===== src/rtl/seq_exec_unit_if.sv =====
// seq_exec_unit_if: request/response channel between the issue logic (master) and seq_exec_unit (slave)
// req_*  : one operation (operands, invert controls, ALU op, shift controls) on a valid/ready handshake
// resp_* : result with zero/overflow flags on a valid/ready handshake
interface seq_exec_unit_if #(parameter int WIDTH = 32);
  logic             req_valid;
  logic             req_ready;
  logic             req_is_shift;
  logic             req_invertA;
  logic             req_invertB;
  logic [1:0]       req_operation;
  logic [WIDTH-1:0] req_src1;
  logic [WIDTH-1:0] req_src2;
  logic             req_leftRight;
  logic [4:0]       req_shamt;
  logic             resp_valid;
  logic             resp_ready;
  logic [WIDTH-1:0] resp_result;
  logic             resp_zero;
  logic             resp_overflow;
  modport master (
    output req_valid, req_is_shift, req_invertA, req_invertB, req_operation,
           req_src1, req_src2, req_leftRight, req_shamt, resp_ready,
    input  req_ready, resp_valid, resp_result, resp_zero, resp_overflow
  );
  modport slave (
    input  req_valid, req_is_shift, req_invertA, req_invertB, req_operation,
           req_src1, req_src2, req_leftRight, req_shamt, resp_ready,
    output req_ready, resp_valid, resp_result, resp_zero, resp_overflow
  );
endinterface


===== src/rtl/seq_exec_unit.sv =====
// seq_exec_unit: multi-cycle ALU (one execute cycle) and 1-bit-per-cycle shifter behind a valid/ready interface
// clk   : rising-edge clock
// rst_n : asynchronous active-low reset, aborts any in-flight operation
// bus   : seq_exec_unit_if slave port (req_* request channel, resp_* response channel)
module seq_exec_unit #(
  parameter int WIDTH = 32
) (
  input  logic          clk,
  input  logic          rst_n,
  seq_exec_unit_if.slave bus
);
  typedef enum logic [1:0] {IDLE, EXEC, SHIFT, RESP} state_t;
  state_t           state, state_n;
  logic             alive, inv_a, inv_b, left, accept, ovf, alu_ovf, last_shift;
  logic             zero, overflow;
  logic [1:0]       op;
  logic [4:0]       cnt;
  logic [WIDTH-1:0] src1, work, a_op, b_op, sum, alu_res, sh_res, result;
  // alive keeps req_ready low during reset and for the edge that releases it
  assign bus.req_ready     = alive && state == IDLE;
  assign bus.resp_valid    = state == RESP;
  assign bus.resp_result   = result;
  assign bus.resp_zero     = zero;
  assign bus.resp_overflow = overflow;
  assign accept            = bus.req_valid && bus.req_ready;
  // the final shift and the move to RESP share an edge; shamt=0 still spends one cycle here
  assign last_shift        = cnt <= 5'd1;
  always_ff @(posedge clk or negedge rst_n)
    if (!rst_n) state <= IDLE;
    else state <= state_n;
  always_comb begin
    state_n = state;
    case (state)
      IDLE:    state_n = accept ? (bus.req_is_shift ? SHIFT : EXEC) : IDLE;
      EXEC:    state_n = RESP;
      SHIFT:   state_n = last_shift ? RESP : SHIFT;
      default: state_n = bus.resp_ready ? IDLE : RESP;
    endcase
  end
  always_comb begin
    a_op    = inv_a ? ~src1 : src1;
    b_op    = inv_b ? ~work : work;
    sum     = a_op + b_op + {{(WIDTH-1){1'b0}}, inv_b};
    ovf     = (a_op[WIDTH-1] == b_op[WIDTH-1]) && (sum[WIDTH-1] != a_op[WIDTH-1]);
    alu_res = op == 2'b00 ? a_op & b_op :
              op == 2'b01 ? a_op | b_op :
              op == 2'b10 ? sum : {{(WIDTH-1){1'b0}}, sum[WIDTH-1] ^ ovf};
    alu_ovf = op[1] && ovf;
    sh_res  = cnt == 5'd0 ? work : left ? work << 1 : work >> 1;
  end
  always_ff @(posedge clk or negedge rst_n)
    if (!rst_n) begin
      alive    <= 1'b0;
      inv_a    <= 1'b0;
      inv_b    <= 1'b0;
      left     <= 1'b0;
      op       <= 2'b00;
      src1     <= '0;
      work     <= '0;
      cnt      <= 5'd0;
      result   <= '0;
      zero     <= 1'b0;
      overflow <= 1'b0;
    end else begin
      alive <= 1'b1;
      if (accept) begin
        inv_a <= bus.req_invertA;
        inv_b <= bus.req_invertB;
        left  <= bus.req_leftRight;
        op    <= bus.req_operation;
        src1  <= bus.req_src1;
        work  <= bus.req_src2;
        cnt   <= bus.req_shamt;
      end
      if (state == EXEC) begin
        result   <= alu_res;
        zero     <= alu_res == '0;
        overflow <= alu_ovf;
      end
      if (state == SHIFT) begin
        work <= sh_res;
        cnt  <= cnt == 5'd0 ? 5'd0 : cnt - 5'd1;
        if (last_shift) begin
          result   <= sh_res;
          zero     <= sh_res == '0;
          overflow <= 1'b0;
        end
      end
    end
endmodule


===== src/flat_wrapper.sv =====
// flat-port wrapper written by rule: the top's interface ports become plain ports
module seq_exec_unit_flat 
#(
  parameter int WIDTH = 32
)
  (clk, rst_n, bus_req_valid, bus_req_is_shift, bus_req_invertA, bus_req_invertB, bus_req_operation, bus_req_src1, bus_req_src2, bus_req_leftRight, bus_req_shamt, bus_resp_ready, bus_req_ready, bus_resp_valid, bus_resp_result, bus_resp_zero, bus_resp_overflow);
  seq_exec_unit_if #(.WIDTH(WIDTH)) bus_i ();
  input  logic clk;
  input  logic rst_n;
  input wire logic [$bits(bus_i.req_valid)-1:0] bus_req_valid;
  input wire logic [$bits(bus_i.req_is_shift)-1:0] bus_req_is_shift;
  input wire logic [$bits(bus_i.req_invertA)-1:0] bus_req_invertA;
  input wire logic [$bits(bus_i.req_invertB)-1:0] bus_req_invertB;
  input wire logic [$bits(bus_i.req_operation)-1:0] bus_req_operation;
  input wire logic [$bits(bus_i.req_src1)-1:0] bus_req_src1;
  input wire logic [$bits(bus_i.req_src2)-1:0] bus_req_src2;
  input wire logic [$bits(bus_i.req_leftRight)-1:0] bus_req_leftRight;
  input wire logic [$bits(bus_i.req_shamt)-1:0] bus_req_shamt;
  input wire logic [$bits(bus_i.resp_ready)-1:0] bus_resp_ready;
  output wire logic [$bits(bus_i.req_ready)-1:0] bus_req_ready;
  output wire logic [$bits(bus_i.resp_valid)-1:0] bus_resp_valid;
  output wire logic [$bits(bus_i.resp_result)-1:0] bus_resp_result;
  output wire logic [$bits(bus_i.resp_zero)-1:0] bus_resp_zero;
  output wire logic [$bits(bus_i.resp_overflow)-1:0] bus_resp_overflow;
  assign bus_i.req_valid = bus_req_valid;
  assign bus_i.req_is_shift = bus_req_is_shift;
  assign bus_i.req_invertA = bus_req_invertA;
  assign bus_i.req_invertB = bus_req_invertB;
  assign bus_i.req_operation = bus_req_operation;
  assign bus_i.req_src1 = bus_req_src1;
  assign bus_i.req_src2 = bus_req_src2;
  assign bus_i.req_leftRight = bus_req_leftRight;
  assign bus_i.req_shamt = bus_req_shamt;
  assign bus_i.resp_ready = bus_resp_ready;
  assign bus_req_ready = bus_i.req_ready;
  assign bus_resp_valid = bus_i.resp_valid;
  assign bus_resp_result = bus_i.resp_result;
  assign bus_resp_zero = bus_i.resp_zero;
  assign bus_resp_overflow = bus_i.resp_overflow;
  seq_exec_unit #(.WIDTH(WIDTH)) u_core (.clk(clk), .rst_n(rst_n), .bus(bus_i));
endmodule

===== config.mk =====
export PLATFORM = sky130hd
export DESIGN_NAME = seq_exec_unit_flat
export DESIGN_NICKNAME = d
export VERILOG_FILES = /design/src/rtl/seq_exec_unit_if.sv /design/src/rtl/seq_exec_unit.sv /design/src/flat_wrapper.sv
export SDC_FILE = /design/constraint.sdc
export NUM_CORES = 1
export LEC_CHECK = 0
export BUFFER_PORTS_ARGS = -buffer_cell sky130_fd_sc_hd__clkbuf_2
export CAP_MARGIN = 40
export CORE_MARGIN = 4
export CORE_UTILIZATION = 50
export DETAILED_ROUTE_END_ITERATION = 7
export GPL_ROUTABILITY_DRIVEN = 0
export HOLD_SLACK_MARGIN = 0.12
export PLACE_DENSITY_LB_ADDON = 0.08
export SKIP_LAST_GASP = 1
export SYNTH_ARGS = -nofsm -noshare
export SYNTH_HDL_FRONTEND = slang
export SYNTH_SLANG_ARGS = --single-unit
export TNS_END_PERCENT = 5

===== constraint.sdc =====
create_clock -name clk -period 4.35 [get_ports clk]
set_input_delay 0.2175 -clock clk [delete_from_list [all_inputs] [get_ports clk]]
set_output_delay 0.2175 -clock clk [all_outputs]
set_load 0.1 [all_outputs]

==> results of run 1 <==
-- cells by family (layout without fill, tap and decap cells) --
| kind of cell | after synthesis | count (layout) | share of synthesized area [%] |
|---|---|---|---|
| muxes | 52 | 52 | 5.41 |
| and+or+nand+nor | 402 | 402 | 18.9 |
| other | 1 | 1 | 0.0388 |
| xor gates and xnor gates | 87 | 87 | 7.89 |
| AOI/OAI and AO/OA | 341 | 341 | 22.1 |
| buffers and inverters | 193 | 323 | 7.71 |
| DFF | 111 | 111 | 28.8 |
| adders and majority gates | 70 | 70 | 9.15 |
-- state kept, by name, indices dropped and copies added (netlist names), 2 cells and up --
name	flops
u_core.src1	32
u_core.op	2
u_core.bus.resp_result	32
u_core.cnt	5
u_core.state	2
u_core.work	32
-- synthesized netlist by cell type (3+ instances only) --
cell / count / area [um^2]
o21bai_1: 3 / 22.5
nand3_1: 11 / 55.1
o22ai_1: 4 / 25.0
clkbuf_1: 79 / 297
or2_2: 3 / 18.8
o32ai_1: 3 / 26.3
nor4b_1: 4 / 35.0
clkbuf_2: 6 / 30.0
nand2b_1: 4 / 25.0
nand4_1: 13 / 81.3
and3_1: 12 / 75.1
or4_1: 5 / 37.5
and2_1: 3 / 18.8
a31o_2: 3 / 26.3
xnor2_1: 18 / 158
a21o_1: 9 / 67.6
nand2_1: 206 / 773
nor3_1: 19 / 95.1
a21oi_1: 94 / 470
dfrtp_1: 111 / 2780
a22oi_1: 6 / 45.0
nor3_2: 3 / 30.0
o221ai_1: 4 / 35.0
nor4_1: 23 / 144
a211oi_1: 47 / 353
inv_1: 82 / 308
mux2i_1: 51 / 510
xor2_1: 69 / 604
nor2b_1: 20 / 125
or3_1: 4 / 25.0
o31ai_1: 6 / 45.0
o32a_1: 3 / 30.0
ha_1: 69 / 863
o211ai_1: 30 / 225
buf_1: 20 / 75.1
buf_2: 4 / 20.0
a31oi_1: 5 / 31.3
nor2_1: 68 / 255
o21a_1: 4 / 30.0
o21ai_0: 98 / 490
-- per-layer routing --
metal | up-vias | share of wire (%) | global-route usage, %
met2 | 376 | 44 | 42.6
met4 | 2 | 2.0 | 6.99
met5 | - | 0.046 | 0
met3 | 44 | 6.6 | 3.61
met1 | 4545 | 47 | 42.2
li1 | 4601 | - | -
-- per-stage QoR --
step | cells | util (%) | TNS [ns] | setup slack (ns) | instance area, um^2
2_1_floorplan | 1257 | - | 0 | 0.0283 | 9650
3_3_place_gp | 1581 | 56.3 | 0 | 0.0784 | 10600
3_5_place_dp | 1582 | 56.4 | 0 | 0.108 | 10600
4_1_cts | 1642 | 60.3 | 0 | 0.0711 | 11400
5_1_grt | 1647 | 61.1 | -0.00336 | -0.00336 | 11500
6_report | 1647 | 61.1 | 0 | 0.142 | 11500
-- worst min-delay path by stage --
stage | from | endpoint | depth (start not counted)
floorplan | rst_n | u_core.alive$_DFF_PN0_ | 0
global placement | rst_n | u_core.src1[7]$_DFFE_PN0P_ | 1
detailed placement | rst_n | u_core.src1[8]$_DFFE_PN0P_ | 1
CTS | bus_req_src2[3] | u_core.work[3]$_DFFE_PN0P_ | 3
global route | bus_req_src2[27] | u_core.work[27]$_DFFE_PN0P_ | 3
finish | bus_req_src2[27] | u_core.work[27]$_DFFE_PN0P_ | 3
-- layout make-up --
cell class	count	area, um^2
Clock buffer	11	233
Tap cell	260	325
Inverter	83	312
Clock inverter	5	63.8
Sequential cell	111	2780
Multi-Input combinational cell	953	6260
Fill cell	1744	7320
Timing Repair Buffer	224	1530
-- worst register-to-register path, cell delays in order (launching register included) --
cell	delay (ns)
dfrtp_4	0.57
xor2_1	0.22
ha_1	0.40
o211ai_1	0.16
a211oi_1	0.44
o211ai_1	0.26
a2111oi_2	0.39
buf_4	0.20
o21bai_1	0.08
and4_1	0.22
nor3_2	0.23
nand3_1	0.13
or4_1	0.44
nor4_2	0.26
a211o_1	0.15
-- cells in the final DEF, fill, tap and decap left out, drive strengths merged, types with 3 or more instances in the layout --
cell | synthesis | routed
clkbuf | 85 | 124
nand4 | 13 | 13
mux2i | 51 | 51
o32ai | 3 | 3
o221ai | 4 | 4
and3 | 12 | 12
o31ai | 6 | 6
xnor2 | 18 | 18
nand2 | 206 | 206
or2 | 3 | 3
a31oi | 5 | 5
o21ai | 98 | 98
nand3 | 11 | 11
ha | 69 | 69
a211oi | 47 | 47
o21bai | 3 | 3
or3 | 4 | 4
a31o | 3 | 3
dfrtp | 111 | 111
nor3 | 22 | 22
o21a | 4 | 4
dlygate4sd3 | 0 | 44
a21o | 9 | 9
o211ai | 30 | 30
nor2b | 20 | 20
nor4 | 23 | 23
o32a | 3 | 3
a22oi | 6 | 6
o22ai | 4 | 4
and2 | 3 | 3
a21oi | 94 | 94
nor4b | 4 | 4
inv | 82 | 85
xor2 | 69 | 69
nor2 | 68 | 68
nand2b | 4 | 4
or4 | 5 | 5
buf | 25 | 67
-- repair_timing --
item / CTS / global route
buffers inserted: 0 / 5
endpoints found under the hold margin: 83 / 0
hold buffers: 44 / 0
resized for setup: 0 / 23
setup endpoints to repair: 0 / 2
==> metrics, run 1 <==
status finished, final reports clean; Initial Util 51.3%; final hold vios 0; CTS tree yes; CP cell instances xor2_1, ha_1, o211ai_1, a211oi_1, o211ai_1, a2111oi_2, buf_4, o21bai_1, and4_1, nor3_2, nand3_1, or4_1, nor4_2, a211o_1; Worst path slowest cell dfrtp_4; clock buffer count from CTS 9; fmax 238 MHz; largest net degree at the start of global routing 74; R2R setup slack 0.14 ns; r2r worst-path depth 14; Cell Area, Synth 9650 um^2; synthesized area per cell 7.68 um^2; Initial DRT Pass Iterations 5; worst hold-check slack 0.123 ns; share of cells above drive strength 1 16.8%; YS warnings 0; Worst Skew 0.0128 ns; DR vias 9568; Worst setup SP type flop; Setup CP Type flop to flop; Critical Path End Type flop; Initial DRC Count 1049; Area Growth Syn to Fin 19.2%; Final #Nets 1531; crit path DAT 4.52 ns; max-slew violation count 0; I/O pin count 115; chip height 147 um; Port Buffer Count 114; syn nets 1406; cell mode on critical path o211ai_1; Setup crit start u_core.inv_b$_DFFE_PN0P_; worst path bufs/invs 1; die area 21600 um^2; Worst-Skew Late Latency 0.37 ns; Rows 50; Hold Crit Class input port to flop; CTS Buffer Depth 2; slowest stage delay, CP 0.57 ns; crit path max fanout 12; asr flop ratio synth 100%; Setup Viol. Count Final 0; total grt overflow 0; fin crit period 4.21 ns; Req. time, crit path 4.66 ns; DIE WIDTH 147 um; Routed wire per std cell 18.6 um; critical path's top delay family compound AO/OA/AOI/OAI gates; H-tree depth 3; cells after synthesis 1257; Worst path depth 14; Detail Route Antenna Nets 0; Clock Root Buffer clkbuf_16; number of global-route vias before repair 8768; GRT Total Usage 28.0%; r2r endpoint u_core.bus.resp_zero$_DFF_PN0_; Yosys reg bits 111; Post-synth EDFFs 0; Cell variety after synth 65; reg2reg start u_core.inv_b$_DFFE_PN0P_; clock transition at the registers of the reported paths 0.09 ns; first-pass GRT wire length 48.8 mm; HPWL after DPL 22.6 mm; sequential fraction of the synthesis area 28.8%; Final Cycle Share 96.7%; Vias per Instance 5.81; residual DRC count 0; Synth Flop Type dfrtp_1; initial antenna violation count 1; clock sink count 111; final wirelength 30.7 mm; Max Cap Viol 0; ant diodes 0; Relative slew margins 40.6%; Slew @ Worst Pin 0.891 ns; core area 18800 um^2; crit path capture u_core.bus.resp_zero$_DFF_PN0_
Power of run 1 is left out: the tool's default activity adds up to more than one toggle a clock period on the data nets, which glitch-free logic cannot reach.
==> inputs of run 2 (changes only) <==
- MAX_ROUTING_LAYER: not set -> met4
==> run 2 against run 1 <==
Compared with the run above:
- sequential share of layout area hardly changed
- clock skew barely moved
- design area is essentially flat
- critical endpoint unchanged
==> metrics, run 2 (synthesis gave the netlist of run 1 again) <==
Worst path depth 14; clock transition at the registers of the reported paths 0.08 ns; Worst path slowest cell dfrtp_4; slowest stage delay, CP 0.57 ns; DIE WIDTH 147 um; Relative slew margins 40.8%; Port Buffer Count 114; first-pass GRT wire length 48.7 mm; Req. time, crit path 4.66 ns; DR vias 9502; Clock Root Buffer clkbuf_16; Detail Route Antenna Nets 0; max-slew violation count 0; CTS Buffer Depth 2; Worst-Skew Late Latency 0.37 ns; Final Cycle Share 96.1%; fin crit period 4.18 ns; Slew @ Worst Pin 0.888 ns; H-tree depth 3; Setup CP Type flop to flop; Area Growth Syn to Fin 19.2%; Hold Crit Depth 3; Initial DRC Count 924; crit path DAT 4.49 ns; critical path's top delay family simple AND/OR/NAND/NOR gates; Initial DRT Pass Iterations 6; die area 21600 um^2; status finished, final reports clean; Routed wire per std cell 18.5 um; fmax 239 MHz; Vias per Instance 5.77; residual DRC count 0; most frequent cells in the layout nand2_1, clkbuf_2, dfrtp_1; CP cell instances buf_4, xor2_1, ha_1, a21oi_1, a21boi_0, o21ba_2, xor2_1, a21oi_1, nand2_1, nor4_2, nand4_1, or4_1, nor4_2, a211o_1; number of global-route vias before repair 8760; chip height 147 um; share of cells above drive strength 1 16.8%; I/O pin count 115; HPWL after DPL 22.6 mm; placed inst area 10600 um^2; Initial Util 51.3%; Worst Skew 0.0130 ns; Rows 50; setup tns final 0 ns; final hold vios 0; core area 18800 um^2; total grt overflow 0; Setup Viol. Count Final 0; Final #Nets 1531; Worst setup SP type flop; Max Cap Viol 0; worst path bufs/invs 1; r2r worst-path depth 14; clock buffer count from CTS 9; initial antenna violation count 1; CTS tree yes; GRT Total Usage 28.8%; Post-Layout Inst Area 11500 um^2; Post-Route Utilization 61.1%; Critical Path End Type flop; crit path max fanout 12; final wirelength 30.6 mm; largest net degree at the start of global routing 74; most common cell after layout, fill and taps aside nand2_1; clock sink count 111; Hold Crit Class input port to flop
-- run 2: routing by layer --
metal  global-route usage (%)  wire length, um  vias to the layer above  part of all wire, %
met5                        -                0                        -                    0
met4                     7.04              616                        0                  2.0
met3                     3.45             2010                       42                  6.6
met2                     42.7            13500                      357                   44
met1                     42.2            14400                     4497                   47
li1                         -                -                     4606                    -
-- run 2: path summary, 6_finish.rpt --
| check | from | to | slack, ns |
|---|---|---|---|
| max in group asynchronous | rst_n | u_core.left$_DFFE_PN0P_ | 3.04 |
| min in group asynchronous | rst_n | u_core.src1[8]$_DFFE_PN0P_ | 0.40 |
| max reg2reg | u_core.inv_b$_DFFE_PN0P_ | u_core.bus.resp_zero$_DFF_PN0_ | 0.17 |
| max | u_core.inv_b$_DFFE_PN0P_ | u_core.bus.resp_zero$_DFF_PN0_ | 0.17 |
| min | bus_req_src2[27] | u_core.work[27]$_DFFE_PN0P_ | 0.12 |
| min reg2reg | u_core.src1[27]$_DFFE_PN0P_ | u_core.src1[27]$_DFFE_PN0P_ | 0.51 |
-- run 2: timing repair --
action	CTS	global route
hold endpoints to repair	83	0
endpoints found under the setup margin	0	2
hold buffers	44	0
resized for setup	0	23
buffers inserted	0	5
-- run 2: worst min-delay path, stage by stage --
cell and delay (ns):
clkbuf_2 0.07, a211oi_1 0.06, a21oi_1 0.10
-- run 2: stage by stage --
step / worst slack [ns] / hold WS, ns / cells
floorplan: 0.0283 / -0.0781 / 1257
global placement: 0.0784 / 0.255 / 1581
detailed placement: 0.108 / 0.254 / 1582
CTS: 0.0711 / 0.121 / 1642
global route: -0.00336 / 0.131 / 1648
finish: 0.172 / 0.124 / 1648
-- run 2: area by class of cell --
class / count / area, um^2
clock buffers: 11 / 233
clock inverters: 5 / 63.8
fillers: 1743 / 7320
flip-flops and latches: 111 / 2780
well taps: 260 / 325
inverters: 83 / 312
diodes: 1 / 2.50
multi-input cells: 953 / 6260
repair buffers: 224 / 1530
Power of run 2 is left out for the same reason.
==> inputs of run 3 (changes only) <==
- CELL_PAD_IN_SITES_DETAIL_PLACEMENT: not set -> 1
- CELL_PAD_IN_SITES_GLOBAL_PLACEMENT: not set -> 1
- CORE_UTILIZATION: 50 -> 44
- clock period: 4.35 -> 4.4 ns (I/O delays scaled with it)
==> run 3 against run 2 <==
Compared with the run above:
- sequential share of layout area fell by 0.28 points
- critical path depth did not move
- global-route usage rose by 0.45 points
- die area rose by 13%
- via count rose by 1.3%
- utilization fell by 6.4 points
- worst hold slack got worse by 0.0022 ns
- highest routed layer unchanged
==> metrics, run 3 (synthesis gave the netlist of run 1 again) <==
Hold Crit Class input port to flop; die area 24400 um^2; most common cell after layout, fill and taps aside nand2_1; CTS tree yes; Initial DRC Count 711; I/O pin count 115; largest net degree at the start of global routing 75; clock sink count 111; placed inst area 10700 um^2; Initial Util 45.3%; clock buffer count from CTS 9; DR vias 9624; # fillers 2639; Req. time, crit path 4.71 ns; Slew @ Worst Pin 0.949 ns; total grt overflow 0; initial antenna violation count 0; residual DRC count 0; Critical Path End Type flop; Worst setup SP type flop; Final Cycle Share 97.5%; final wirelength 35.0 mm; Area Growth Syn to Fin 20.6%; Setup CP Type flop to flop; ant diodes 0; Final #Nets 1537; Setup Viol. Count Final 0; CTS Buffer Depth 2; Relative slew margins 36.7%; HPWL after DPL 25.8 mm; chip height 156 um; Detail Route Antenna Nets 0; fin crit period 4.29 ns; Worst-Skew Late Latency 0.38 ns; max-slew violation count 0; core area 21300 um^2; status finished, final reports clean; crit path max fanout 8; Initial DRT Pass Iterations 5; clock transition at the registers of the reported paths 0.09 ns; Clock Root Buffer clkbuf_16; Port Buffer Count 114; GRT Total Usage 29.3%; Post-Layout Inst Area 11600 um^2; final hold vios 0; most frequent cells in the layout nand2_1, clkbuf_2, dfrtp_1; DIE WIDTH 156 um; Rows 53; crit path DAT 4.60 ns; share of cells above drive strength 1 17.7%; Routed wire per std cell 21.0 um; number of global-route vias before repair 9880; H-tree depth 3; first-pass GRT wire length 55.3 mm; Worst Skew 0.0135 ns; Vias per Instance 5.77; fmax 233 MHz; Max Cap Viol 0
run 3: cell count changes in the layout (fill, tap and decap cells not counted), moves of 2 or more:
cell,before,now
ha_1,65,62
a22oi_2,0,2
buf_4,65,69
xor2_2,4,0
clkbuf_1,2,0
ha_2,4,6
xor2_1,65,69
a22oi_1,6,4
o31ai_1,5,3
clkinv_8,0,2
run 3: final timing paths:
path                                       startpoint                             end  slack (ns)  cells past startpoint
max                          u_core.inv_b$_DFFE_PN0P_  u_core.bus.resp_zero$_DFF_PN0_        0.11                     14
min                                   bus_req_src2[5]      u_core.work[5]$_DFFE_PN0P_        0.12                      3
max reg2reg                  u_core.inv_b$_DFFE_PN0P_  u_core.bus.resp_zero$_DFF_PN0_        0.11                     14
min reg2reg                u_core.src1[3]$_DFFE_PN0P_      u_core.src1[3]$_DFFE_PN0P_        0.51                      2
max in group asynchronous                       rst_n        u_core.inv_b$_DFFE_PN0P_        3.02                      3
min in group asynchronous                       rst_n      u_core.src1[8]$_DFFE_PN0P_        0.44                      2
run 3: layout make-up:
class / instances / area (um^2) / share of cell area, %
Multi-Input combinational cell: 953 / 6310 / 54.2
Sequential cell: 111 / 2780 / 23.9
Timing Repair Buffer: 230 / 1600 / 13.7
Tap cell: 275 / 344 / 2.95
Inverter: 83 / 312 / 2.68
Clock buffer: 9 / 225 / 1.93
Clock inverter: 7 / 75.1 / 0.645
run 3: layer usage:
metal  track usage [%]  routed length (um)  up-vias
met2              46.7               16500      230
met4              4.96                 446        0
li1                  -                   -     4616
met3              3.13                1400       33
met5                 -                   0        -
met1              41.1               16700     4745
run 3: worst max-delay path: stages (launching register included):
cell and delay, ns:
dfrtp_4 0.56, buf_4 0.19, xor2_1 0.43, ha_4 0.24
nand2_1 0.12, o31ai_1 0.37, a31oi_1 0.12, a2111oi_2 0.39
buf_4 0.19, o21ai_0 0.14, o41a_1 0.49, a211oi_1 0.34
a211oi_1 0.17, nor4_2 0.31, a211o_1 0.15
run 3: timing repair:
action / in CTS / in global routing
resized for setup: 0 / 33
setup endpoints to repair: 0 / 4
hold buffers: 45 / 0
buffers inserted: 0 / 5
endpoints found under the hold margin: 93 / 0
run 3: stage by stage:
stage | worst slack, ns | instances | setup TNS [ns] | utilization [%] | hold WS, ns
after floorplan | 0.0783 | 1257 | 0 | - | -0.0756
after global placement | 0.205 | 1601 | 0 | 50.2 | 0.306
after global routing | -0.0102 | 1668 | -0.0102 | 54.7 | 0.136
final | 0.111 | 1668 | 0 | 54.7 | 0.121
after detailed placement | 0.0878 | 1601 | 0 | 50.2 | 0.313
after CTS | 0.0207 | 1662 | 0 | 53.7 | 0.122
Power of run 3 is left out for the same reason.
